==> config.mk <==
export PLATFORM = sky130hd
export DESIGN_NAME = uart_rx_deframer
export DESIGN_NICKNAME = d
export VERILOG_FILES = /design/src/rtl/uart_rx_deframer.sv
export SDC_FILE = /design/constraint.sdc
export NUM_CORES = 1
export LEC_CHECK = 0
export ABC_AREA = 1
export BUFFER_PORTS_ARGS = -buffer_cell sky130_fd_sc_hd__buf_2
export CAP_MARGIN = 20
export CORE_UTILIZATION = 45
export DETAILED_ROUTE_END_ITERATION = 10
export PLACE_DENSITY = 0.71
export SLEW_MARGIN = 20
export SYNTH_ARGS = -nofsm -noshare
export SYNTH_HDL_FRONTEND = slang
export SYNTH_SLANG_ARGS = --single-unit
export TNS_END_PERCENT = 20
==> constraint.sdc <==
create_clock -name UARTCLK -period 2.2 [get_ports UARTCLK]
set_input_delay 0.33 -clock UARTCLK [delete_from_list [all_inputs] [get_ports UARTCLK]]
set_output_delay 0.33 -clock UARTCLK [all_outputs]
set_load 0.03 [all_outputs]
==> src/rtl/uart_rx_deframer.sv <==
// UART receive deframer: 16x oversampled start detect, 5-8 data bits, optional parity, 1/2 stop bits.
// Optional feature macro RX_MAJORITY_VOTE_EN: 2-of-3 vote around mid-bit instead of a single sample.
module uart_rx_deframer #(
    parameter int OVERSAMPLE  = 16,
    parameter int SYNC_STAGES = 2
) (
    input  logic       UARTCLK,
    input  logic       PRESET,
    input  logic       baud_tick_os,
    input  logic       UART_RXD,
    input  logic [3:0] number_data_receive,
    input  logic       parity_en,
    input  logic       parity_bit_mode,
    input  logic       stop_bit_twice,
    output logic [7:0] rx_data,
    output logic       rx_valid,
    input  logic       rx_ready,
    output logic       parity_err,
    output logic       frame_err,
    output logic       overrun_err,
    output logic       rx_busy
);

    localparam int CW = $clog2(OVERSAMPLE);
`ifdef RX_MAJORITY_VOTE_EN
    localparam logic [CW-1:0] DEC_PHASE = CW'(OVERSAMPLE / 2);
`else
    localparam logic [CW-1:0] DEC_PHASE = CW'(OVERSAMPLE / 2 - 1);
`endif

    typedef enum logic [2:0] {
        S_IDLE, S_START, S_DATA, S_PARITY, S_STOP1, S_STOP2
    } state_t;

    state_t            state_q, state_d;
    logic [SYNC_STAGES-1:0] sync_q;
    logic              rxd_s;
    logic              rxd_prev_q;
    logic [CW-1:0]     tick_cnt_q;
    logic [2:0]        bit_cnt_q;
    logic [7:0]        shreg_q;
    logic [3:0]        nbits_q;
    logic              par_en_q;
    logic              par_even_q;
    logic              two_stop_q;
    logic              perr_q;
    logic              ferr_q;
    logic [7:0]        rx_data_q;
    logic              rx_valid_q;
    logic              parity_err_q;
    logic              frame_err_q;
    logic              overrun_q;
    logic              start_edge;
    logic              sample_now;
    logic              bit_s;
    logic              commit;
    logic [3:0]        cfg_nbits;

    genvar gi;
    generate
        for (gi = 0; gi < SYNC_STAGES; gi++) begin : g_sync
            if (gi == 0) begin : g_first
                always_ff @(posedge UARTCLK) begin
                    if (PRESET) sync_q[gi] <= 1'b1;
                    else        sync_q[gi] <= UART_RXD;
                end
            end else begin : g_rest
                always_ff @(posedge UARTCLK) begin
                    if (PRESET) sync_q[gi] <= 1'b1;
                    else        sync_q[gi] <= sync_q[gi-1];
                end
            end
        end
    endgenerate

    assign rxd_s = sync_q[SYNC_STAGES-1];

`ifdef RX_MAJORITY_VOTE_EN
    // Two previous tick samples plus the current one form the vote at DEC_PHASE.
    logic [1:0] vote_q;
    always_ff @(posedge UARTCLK) begin
        if (PRESET)            vote_q <= 2'b11;
        else if (baud_tick_os) vote_q <= {vote_q[0], rxd_s};
    end
    assign bit_s = (vote_q[1] & vote_q[0]) | (vote_q[1] & rxd_s) | (vote_q[0] & rxd_s);
`else
    assign bit_s = rxd_s;
`endif

    // A falling edge is required, so a held-low line after a break never re-arms the detector.
    assign start_edge = (state_q == S_IDLE) && rxd_prev_q && !rxd_s;
    assign sample_now = baud_tick_os && (state_q != S_IDLE) && (tick_cnt_q == DEC_PHASE);
    assign cfg_nbits  = (number_data_receive < 4'd5) ? 4'd5 :
                        (number_data_receive > 4'd8) ? 4'd8 : number_data_receive;

    always_ff @(posedge UARTCLK) begin
        if (PRESET) state_q <= S_IDLE;
        else        state_q <= state_d;
    end

    always_comb begin
        state_d = state_q;
        case (state_q)
            S_IDLE:   if (start_edge) state_d = S_START;
            S_START:  if (sample_now) state_d = bit_s ? S_IDLE : S_DATA;
            S_DATA:   if (sample_now && ({1'b0, bit_cnt_q} == nbits_q - 4'd1))
                          state_d = par_en_q ? S_PARITY : S_STOP1;
            S_PARITY: if (sample_now) state_d = S_STOP1;
            S_STOP1:  if (sample_now) state_d = two_stop_q ? S_STOP2 : S_IDLE;
            S_STOP2:  if (sample_now) state_d = S_IDLE;
            default:  state_d = S_IDLE;
        endcase
    end

    always_comb begin
        rx_busy = (state_q != S_IDLE);
        commit  = sample_now &&
                  (((state_q == S_STOP1) && !two_stop_q) || (state_q == S_STOP2));
    end

    always_ff @(posedge UARTCLK) begin
        if (PRESET) begin
            rxd_prev_q <= 1'b1;
            tick_cnt_q <= '0;
            bit_cnt_q  <= '0;
            shreg_q    <= '0;
            nbits_q    <= 4'd0;
            par_en_q   <= 1'b0;
            par_even_q <= 1'b0;
            two_stop_q <= 1'b0;
            perr_q     <= 1'b0;
            ferr_q     <= 1'b0;
        end else begin
            rxd_prev_q <= rxd_s;
            if (start_edge) begin
                tick_cnt_q <= '0;
                bit_cnt_q  <= '0;
                shreg_q    <= '0;
                perr_q     <= 1'b0;
                ferr_q     <= 1'b0;
                nbits_q    <= cfg_nbits;
                par_en_q   <= parity_en;
                par_even_q <= parity_bit_mode;
                two_stop_q <= stop_bit_twice;
            end else if (baud_tick_os && (state_q != S_IDLE)) begin
                tick_cnt_q <= tick_cnt_q + CW'(1);
            end
            if (sample_now) begin
                case (state_q)
                    S_DATA: begin
                        shreg_q[bit_cnt_q] <= bit_s;
                        bit_cnt_q          <= bit_cnt_q + 3'd1;
                    end
                    S_PARITY: perr_q <= ((^shreg_q) ^ bit_s) != !par_even_q;
                    S_STOP1, S_STOP2: if (!bit_s) ferr_q <= 1'b1;
                    default: ;
                endcase
            end
        end
    end

    // Held word is never overwritten unless it is popped in the same cycle.
    always_ff @(posedge UARTCLK) begin
        if (PRESET) begin
            rx_data_q    <= '0;
            rx_valid_q   <= 1'b0;
            parity_err_q <= 1'b0;
            frame_err_q  <= 1'b0;
            overrun_q    <= 1'b0;
        end else begin
            overrun_q <= 1'b0;
            if (commit) begin
                if (!rx_valid_q || rx_ready) begin
                    rx_data_q    <= shreg_q;
                    parity_err_q <= perr_q;
                    frame_err_q  <= ferr_q | !bit_s;
                    rx_valid_q   <= 1'b1;
                end else begin
                    overrun_q <= 1'b1;
                end
            end else if (rx_valid_q && rx_ready) begin
                rx_valid_q <= 1'b0;
            end
        end
    end

    assign rx_data     = rx_data_q;
    assign rx_valid    = rx_valid_q;
    assign parity_err  = parity_err_q;
    assign frame_err   = frame_err_q;
    assign overrun_err = overrun_q;

endmodule

==> metrics list, run 1 <==
- TritonCTS built the clock tree.
* Final net count: 320
- Setup repair after global routing left no endpoint under its margin.
- Yosys mapped a number of flops with a built-in enable equal to 0.
- Summing all non-filler instances in the final layout gives an area of 2340 µm².
* Clock root buffer master: sky130_fd_sc_hd__clkbuf_8
* Total CTS buffers: 5
- Post-route minimum period: 1.65 ns
- After layout, the worst setup slack is 0.548 ns.
- Number of antenna violations at the first check in global routing: 0
* Total clock sinks: 42
- Start-to-end type of the worst setup path: reg -> reg
- Prevailing post-synth register cell: sky130_fd_sc_hd__dfxtp_1
- Of the cells placed in the final design, the portion with a size suffix greater than 1 is 0.176.
* Final hold violation count: 0
* Initial core utilization: 0.467
- Skew-Pair Late Insertion Delay: 0.29 ns
* Post-synthesis adder-cell area fraction: 0.0185
- Nature of the critical path startpoint: flop
- Number of instances in the synthesized netlist: 278
- Once placement completed, the tool counted placed cells totaling 350.
* Final max-slew violation count: 0
- For the pin with the worst max-slew slack, the measured transition is 0.358 ns.
* Average instance area after synthesis: 7.31 µm²
* Finish-stage setup viols: 0
* YS warnings: 0
- Largest clock skew in the final design: 0.00609 ns
* Width of the die: 69.2 µm
- After global routing the overflow that remains totals 0.
* Leakage component of the power: 1.15 nW
- After synthesis, the largest family of logic cells by area is simple AND/OR/NAND/NOR gates.
- Measured against the total synthesized area, the mux share comes to 0.
- When the netlist entered floorplanning its net count stood at 293.
* P&R area growth vs syn: 15.3%
- Clk slew on worst S/H paths: 0.08 ns
- The HPWL after detailed placement is 3050 µm.
* Relative slew margins: 0.761
- Summing all placed instances gives a cell area of 2200 µm².
- Cell row count: 24
- Across every metal layer, demand over resource in global routing totals 0.185.
- Data arrives at the worst endpoint at 1.84 ns.
* Xor/xnor share of the synthesized area: 0.0431
* Number of vias in the routed layout: 1,769
- Maximum number of pins on one net before global-route repair: 20
- Critical Path RT: 2.39 ns
* Post-route fraction of the period consumed by the critical path: 0.751
* Most common cell after layout, fill and taps aside: sky130_fd_sc_hd__nand2_1
- Before CTS, the worst setup slack after placement is 0.558 ns.
- Maximum level of the CTS H-tree: 2
- The synthesized netlist occupies a cell area of 2030 µm².
* I/O pin total: 25
* Port Buffers: 24
* Iteration-0 DRC Markers: 79
- Clk buf depth: 2
- In this run the remaining antenna-violating nets after routing total 0.
- In the routed design, unresolved DRC markers number 0.
* Sort of element at the end of the critical path: flop
* Share of synthesized area occupied by flip-flops and latches: 0.414
- Number of register bits inferred by synthesis: 42
- The die is 69.2 µm tall.
* Number of inserted diodes: 0
- Simple logic cell fraction of the synthesized area: 0.303
- Die footprint: 4790 µm²
- Unique cell type count in the Yosys netlist: 32
* Number of post-CTS setup repair buffers: 0
- Max-cap violations in this run came to 0.
* Per-cell routed wire length: 11.5 µm
- Number of standard cells in the layout, taps in and fillers out: 358
- Number of gates resized after cts: 0
- The min-delay analysis places its worst path in the category in -> reg.
- Wirelength, routed: 4120 µm
- Total Negative Setup Slacks: 0 ns
- In this run the worst path has a maximum fanout of 11.
- Largest vdd supply drop: 0.397 mV
* Via count of the first global-routing pass: 1,683
- Synth Area in Compound Gates: 0.147
- In this run the standard cell core region covers 4350 µm².
* Ratio of total power to cell area: 859 nW/µm²
- Router iterations before antenna repair: 6
* Top library cells by usage in the layout, fill and taps aside: 55 x sky130_fd_sc_hd__nand2_1, 44 x sky130_fd_sc_hd__nor2_1, 42 x sky130_fd_sc_hd__dfxtp_1, 26 x sky130_fd_sc_hd__inv_1, 24 x sky130_fd_sc_hd__buf_2
- Maximum frequency from static timing analysis: 605 MHz
- Total of hold buffers inserted after clock tree synthesis: 0
- After detailed routing, the number of vias per cell comes to 4.94.
- Ys async rst share: 0
- RD Place Congestion: 0.846
- Global-route wire length before repair: 7090 µm
- The flow ran to the end, and the final reports show no timing, DRC or antenna violations.
-- stage by stage --
| stage | power (mW) | hold WS (ns) | util |
|---|---|---|---|
| 3_5_place_dp | 1.28 | 0.397 | 0.506 |
| 4_1_cts | 2.03 | 0.211 | 0.539 |
| 5_1_grt | 2.11 | 0.215 | 0.539 |
| 3_3_place_gp | 1.27 | 0.393 | 0.506 |
| 6_report | 2.01 | 0.220 | 0.539 |
| 2_1_floorplan | 1.19 | 0.389 | - |
-- final timing paths --
| path | slack, ns | depth (start not counted) | startpoint | endpoint |
|---|---|---|---|---|
| min reg2reg | 0.41 | 1 | sync_q[0]$_SDFF_PP1_ | bit_s$_SDFF_PP1_ |
| max reg2reg | 0.55 | 8 | tick_cnt_q[0]$_SDFFE_PP0P_ | rx_data[7]$_SDFFE_PP0P_ |
| min | 0.22 | 2 | UART_RXD | sync_q[0]$_SDFF_PP1_ |
| max | 0.55 | 8 | tick_cnt_q[0]$_SDFFE_PP0P_ | rx_data[7]$_SDFFE_PP0P_ |
-- state kept, by name, summed over array words and instances (netlist names) --
name and cells:
rxd_prev_q 1, perr_q 1, shreg_q 8, nbits_q 4, sync_q 1, parity_err 1
overrun_err 1, par_en_q 1, two_stop_q 1, rx_valid 1, tick_cnt_q 4, state_q 3
bit_s 1, frame_err 1, rx_data 8, ferr_q 1, par_even_q 1, bit_cnt_q 3
-- metal layers --
| layer | vias up | share of wire | GRT usage |
|---|---|---|---|
| met5 | - | 0 | 0 |
| met2 | 28 | 0.47 | 0.309 |
| met1 | 790 | 0.49 | 0.226 |
| met4 | 0 | 0.013 | 0.0748 |
| li1 | 945 | - | - |
| met3 | 6 | 0.033 | 0.0494 |
-- critical path: stages (launching register included) --
cell and delay, ns:
sky130_fd_sc_hd__dfxtp_1 0.38, sky130_fd_sc_hd__ha_1 0.20, sky130_fd_sc_hd__nand2_1 0.14, sky130_fd_sc_hd__nor2_8 0.19
sky130_fd_sc_hd__nand2_4 0.08, sky130_fd_sc_hd__nor2_4 0.23, sky130_fd_sc_hd__inv_2 0.14, sky130_fd_sc_hd__nor2_1 0.11
sky130_fd_sc_hd__nor2_1 0.06
-- cells in the mapped netlist, drive strengths merged, types with 2 or more instances --
library cell / instances / share of area
nand4: 2 / 0.0062
ha: 3 / 0.018
buf: 3 / 0.010
nand2: 60 / 0.13
inv: 30 / 0.055
xnor2: 4 / 0.017
nand3: 14 / 0.034
xor2: 6 / 0.026
clkbuf: 4 / 0.0086
or2: 3 / 0.0092
o21ai: 27 / 0.068
a21oi: 21 / 0.054
dfxtp: 42 / 0.41
o22ai: 2 / 0.0062
o21a: 2 / 0.0074
nor2: 49 / 0.12
-- report_power, final --
group	total [mW]	switching, mW	internal [mW]
clock network	0.746	0.262	0.484
registers	0.843	0.0471	0.796
logic	0.424	0.278	0.147
-- kinds of logic (layout without fill, tap and decap cells) --
| group | after synthesis | in the layout |
|---|---|---|
| and+or+nand+nor | 131 | 131 |
| AOI/OAI and AO/OA | 55 | 55 |
| DFF | 42 | 42 |
| buffers and inverters | 37 | 65 |
| xor gates and xnor gates | 10 | 10 |
| adders and majority gates | 3 | 3 |
-- area by class of cell --
cell class / count / area [µm²]
fillers: 430 / 2010
multi-input cells: 199 / 1040
flip-flops and latches: 42 / 841
repair buffers: 27 / 143
inverters: 30 / 113
clock buffers: 6 / 82.6
well taps: 52 / 65.1
clock inverters: 2 / 60.1
Power figures use the tool's default switching activity.
==> run 2: changes to the inputs <==
--- a/config.mk
+++ b/config.mk
@@ -5,12 +5,12 @@
 export SDC_FILE = /design/constraint.sdc
 export NUM_CORES = 1
 export LEC_CHECK = 0
-export ABC_AREA = 1
+export ABC_AREA = 0
 export BUFFER_PORTS_ARGS = -buffer_cell sky130_fd_sc_hd__buf_2
 export CAP_MARGIN = 20
 export CORE_UTILIZATION = 45
 export DETAILED_ROUTE_END_ITERATION = 10
-export PLACE_DENSITY = 0.71
+export PLACE_DENSITY = 0.74
 export SLEW_MARGIN = 20
 export SYNTH_ARGS = -nofsm -noshare
 export SYNTH_HDL_FRONTEND = slang
==> constraint.sdc (replaced) <==
create_clock -name UARTCLK -period 1.4 [get_ports UARTCLK]
set_input_delay 0.21 -clock UARTCLK [delete_from_list [all_inputs] [get_ports UARTCLK]]
set_output_delay 0.21 -clock UARTCLK [all_outputs]
set_load 0.03 [all_outputs]
==> run 2 against run 1 <==
Against the previous run: the run now ends with negative setup slack left; sequential power increased by 48%; routed wire length rose by 2.4%; count of clock-buffer cells in the layout did not move; first-iteration DRC count up 3.8%; clock skew shrank 0.0023 ns; core utilization rose by 11 points; setup slack got worse by 1.0 ns; largest power group unchanged; highest routed layer unchanged.
==> metrics list, run 2 <==
- Die H: 68.4 µm (-1.2%)
- The post-route clock period utilization came to 1.35 (+0.599).
- Ys async rst share: 0 (unchanged)
* Post-route worst setup slack: -0.490 ns (-1.04 ns)
- Crit Reg-Reg Startpoint: nbits_q[0]$_SDFFE_PP0P_
- The global-route usage over all layers came to 0.191 (+0.00595).
- Area share of the leading cell type in the synthesized netlist: 0.424 (+0.0102)
* Die footprint: 4680 µm² (-2.3%)
- Per-cell routed wire length: 12.7 µm (+10%)
* Clock root buffer master: sky130_fd_sc_hd__clkbuf_8
- The synthesized design spends more area on one cell type than any other, namely sky130_fd_sc_hd__dfxtp_1.
- In the layout the commonest cells are 36 x sky130_fd_sc_hd__dfxtp_1, 34 x sky130_fd_sc_hd__buf_4, 27 x sky130_fd_sc_hd__nor2_1, 25 x sky130_fd_sc_hd__nand2_1, 24 x sky130_fd_sc_hd__buf_2.
* Placeable core area: 4120 µm² (-5.5%)
* Ratio of total power to cell area: 954 nW/µm² (+11%)
- Cell row count: 23 (-4.2%)
- The number of different library cells in the post-synthesis netlist was 44 (+38%).
- Iteration-0 DRC Markers: 82 (+3.8%)
- The number of sinks on the clock net came to 42 (unchanged).
* Register-to-register path setup slack: -0.49 ns (-1.04 ns)
* Launching element of the worst setup path: nbits_q[0]$_SDFFE_PP0P_
- Hold WC Path Type: in -> reg
- Clk slew on worst S/H paths: 0.08 ns (about the same)
* I/O pin total: 25 (unchanged)
- The share of final-layout standard cells stronger than drive strength 1 is 0.372 (+0.196).
* Number of register bits inferred by synthesis: 42 (unchanged)
- Setup repair after global routing missed its margin: yes
- The final number of setup-violating endpoints is 30 (+30).
- The run finished, with violations left.
* Final net count: 297 (-7.2%)
- Largest clock skew in the final design: 0.00380 ns (-0.00228 ns)
* Number of inserted diodes: 0 (unchanged)
- The worst supply voltage drop on vdd came to 0.631 mV (+59%).
- Longest individual stage delay on the worst path: 0.53 ns (+0.15 ns)
* Top cells by instance count after synthesis: 42 x sky130_fd_sc_hd__dfxtp_1, 29 x sky130_fd_sc_hd__nor2_1, 26 x sky130_fd_sc_hd__nand2_1
- Worst Setup EP: state_q[1]$_SDFFE_PP0P_
- The final hold violation count came to 0 (unchanged).
- The buffer levels on the longest clock path is 2 (unchanged).
- Relative slew margins: 0.711 (-0.0505)
- The leakage power figure was 1.18 nW (+3.0%).
* Remaining number of nets flagged by the antenna check after routing: 0 (unchanged)
- Number of max-capacitance violations reported: 0 (unchanged)
* Transition time of the tightest slew-check pin: 0.433 ns (+0.0750 ns)
- The time the final worst path needs with I/O delays and setup was 1.89 ns (+0.238 ns).
- Nature of the critical path startpoint: flop
- Cell type of the slowest stage on the worst timing path: sky130_fd_sc_hd__or4bb_1
- TritonCTS clock tree: done
- The area of the mapped netlist was 1980 µm² (-2.4%).
- The clock latency at the later pin of the worst-skew pair is 0.29 ns (about the same).
- Walking the worst path, the cells encountered are inv_2 > ha_4 > xor2_2 > or4bb_1 > a311oi_4 > o21ai_1 > a22o_1.
- Total of hold buffers inserted after clock tree synthesis: 0 (unchanged)
* Critical Path RT: 1.58 ns (-0.81 ns)
- P&R area growth vs syn: 35.4%
- The routability congestion estimate was 0.886 (+4.8%).
- Start-to-end type of the worst setup path: reg -> reg
- The number of buffers inserted during clock tree synthesis was 5 (unchanged).
- R2R depth: 7 (-1)
- The largest fanout on the critical path came to 3 (-8).
- Wirelength, routed: 4210 µm (+2.4%)
- The global-route wire length before repair came to 6530 µm (-7.9%).
* Share of synthesized area occupied by flip-flops and latches: 0.424 (+0.0102)
- Via count of the first global-routing pass: 1,498 (-11%)
* Most common cell after layout, fill and taps aside: sky130_fd_sc_hd__dfxtp_1
- The final count of pins violating max slew was 0 (unchanged).
* YS warnings: 0 (unchanged)
- Cell area reported after detailed placement: 2420 µm² (+10%)
* Syn nets: 240 (-18%)
- Width of the die: 68.4 µm (-1.2%)
- Ranking of synthesized cells by area: sky130_fd_sc_hd__dfxtp_1 42%, sky130_fd_sc_hd__mux2i_1 8.1%, sky130_fd_sc_hd__nor2_1 5.5%
- The first-pass iteration count of the detailed router came to 4 (-2).
- The total power consumption of the routed design is 2.56 mW (+27%).
* Number of vias in the routed layout: 1,708 (-3.4%)
- In the synthesized netlist the dominant register cell turns out to be sky130_fd_sc_hd__dfxtp_1.
* Failing checks: negative setup slack
* Global route total overflow: 0 (unchanged)
- Initial core utilization: 0.482 (+0.0153)
- The count of buffers inserted at the top-level ports is 24 (unchanged).
- Maximum number of pins on one net before global-route repair: 19 (-5.0%)
* Number of antenna violations at the first check in global routing: 0 (unchanged)
- Detailed placer's ending HPWL: 2980 µm (-2.4%)
* Final std cell area, no fill: 2690 µm² (+15%)
- The number of flops mapped to enable cells by yosys was 0 (unchanged).
* Drt drc: 0 (unchanged)
* Sort of element at the end of the critical path: flop
- The maximum clock frequency is 529 MHz (-13%).
- Most repeated cell in the gate-level netlist after synthesis: sky130_fd_sc_hd__dfxtp_1
- Arrival time reported for the critical path endpoint: 2.07 ns (+0.23 ns)
- Maximum level of the CTS H-tree: 2 (unchanged)
* Number of instances in the synthesized netlist: 225 (-19%)
* Critical R2R Capture: state_q[1]$_SDFFE_PP0P_
- The average via count per standard cell is 5.14 (+4.1%).
* Average instance area after synthesis: 8.82 µm² (+21%)
-- run 2: layout make-up --
type	instances	area, µm²
fill	336	1430
multi-input combinational	166	1200
sequential	42	851
timing repair buffer	63	440
clock buffer	6	82.6
tap	50	62.6
clock inverter	1	30.0
inverter	4	15.0
-- run 2: where the power goes --
group	switching, mW	internal, mW
clock	0.397	0.571
sequential	0.0309	1.22
combinational	0.173	0.167
-- run 2: worst max-delay path: cells and delay by family (launching register included) --
kind                       cells  cell delay [ns]
AOI/OAI and AO/OA              3             0.59
and+or+nand+nor                1             0.53
buffers and inverters          1             0.04
adders and majority gates      1             0.15
xor gates and xnor gates       1             0.15
DFF                            1             0.34
-- run 2: logic make-up (layout without fill, tap and decap cells) --
group / Yosys count / after routing / share of synthesized area
DFF: 42 / 42 / 0.424
xor gates and xnor gates: 15 / 15 / 0.0662
AOI/OAI and AO/OA: 33 / 33 / 0.117
buffers and inverters: 17 / 74 / 0.0347
and+or+nand+nor: 99 / 99 / 0.259
muxes: 16 / 16 / 0.0807
adders and majority gates: 3 / 3 / 0.0189
-- run 2: routing by layer --
| metal | up-vias | global-route usage | routed length, µm | part of all wire |
|---|---|---|---|---|
| li1 | 885 | - | - | - |
| met1 | 785 | 0.239 | 2050 | 0.49 |
| met2 | 31 | 0.316 | 1980 | 0.47 |
| met3 | 7 | 0.0417 | 128 | 0.030 |
| met4 | 0 | 0.0755 | 52 | 0.012 |
| met5 | - | 0 | 0 | 0 |
-- run 2: worst min-delay path by stage --
stage                                       to  cells past startpoint     start
after global placement    sync_q[0]$_SDFF_PP1_                      2  UART_RXD
after detailed placement  sync_q[0]$_SDFF_PP1_                      2  UART_RXD
after CTS                 sync_q[0]$_SDFF_PP1_                      2  UART_RXD
after global routing      sync_q[0]$_SDFF_PP1_                      2  UART_RXD
after floorplan           sync_q[0]$_SDFF_PP1_                      1  UART_RXD
final                     sync_q[0]$_SDFF_PP1_                      2  UART_RXD
-- run 2: metrics by stage --
stage	util	hold WS (ns)	TNS, ns	setup slack, ns	cells
after global routing	0.653	0.0971	-6.67	-0.538	332
after CTS	0.639	0.0899	-3.93	-0.481	330
after floorplan	-	0.314	-5.03	-0.471	225
after detailed placement	0.589	0.394	-5.78	-0.533	322
after global placement	0.589	0.396	-5.42	-0.501	322
final	0.653	0.100	-4.42	-0.490	332
-- run 2: timing repair --
action | 4_1_cts | 5_1_grt
endpoints found under the hold margin | 0 | 0
gates resized for setup | 22 | 8
setup buffers | 1 | 2
endpoints found under the setup margin | 38 | 37
pin swaps | 7 | 4
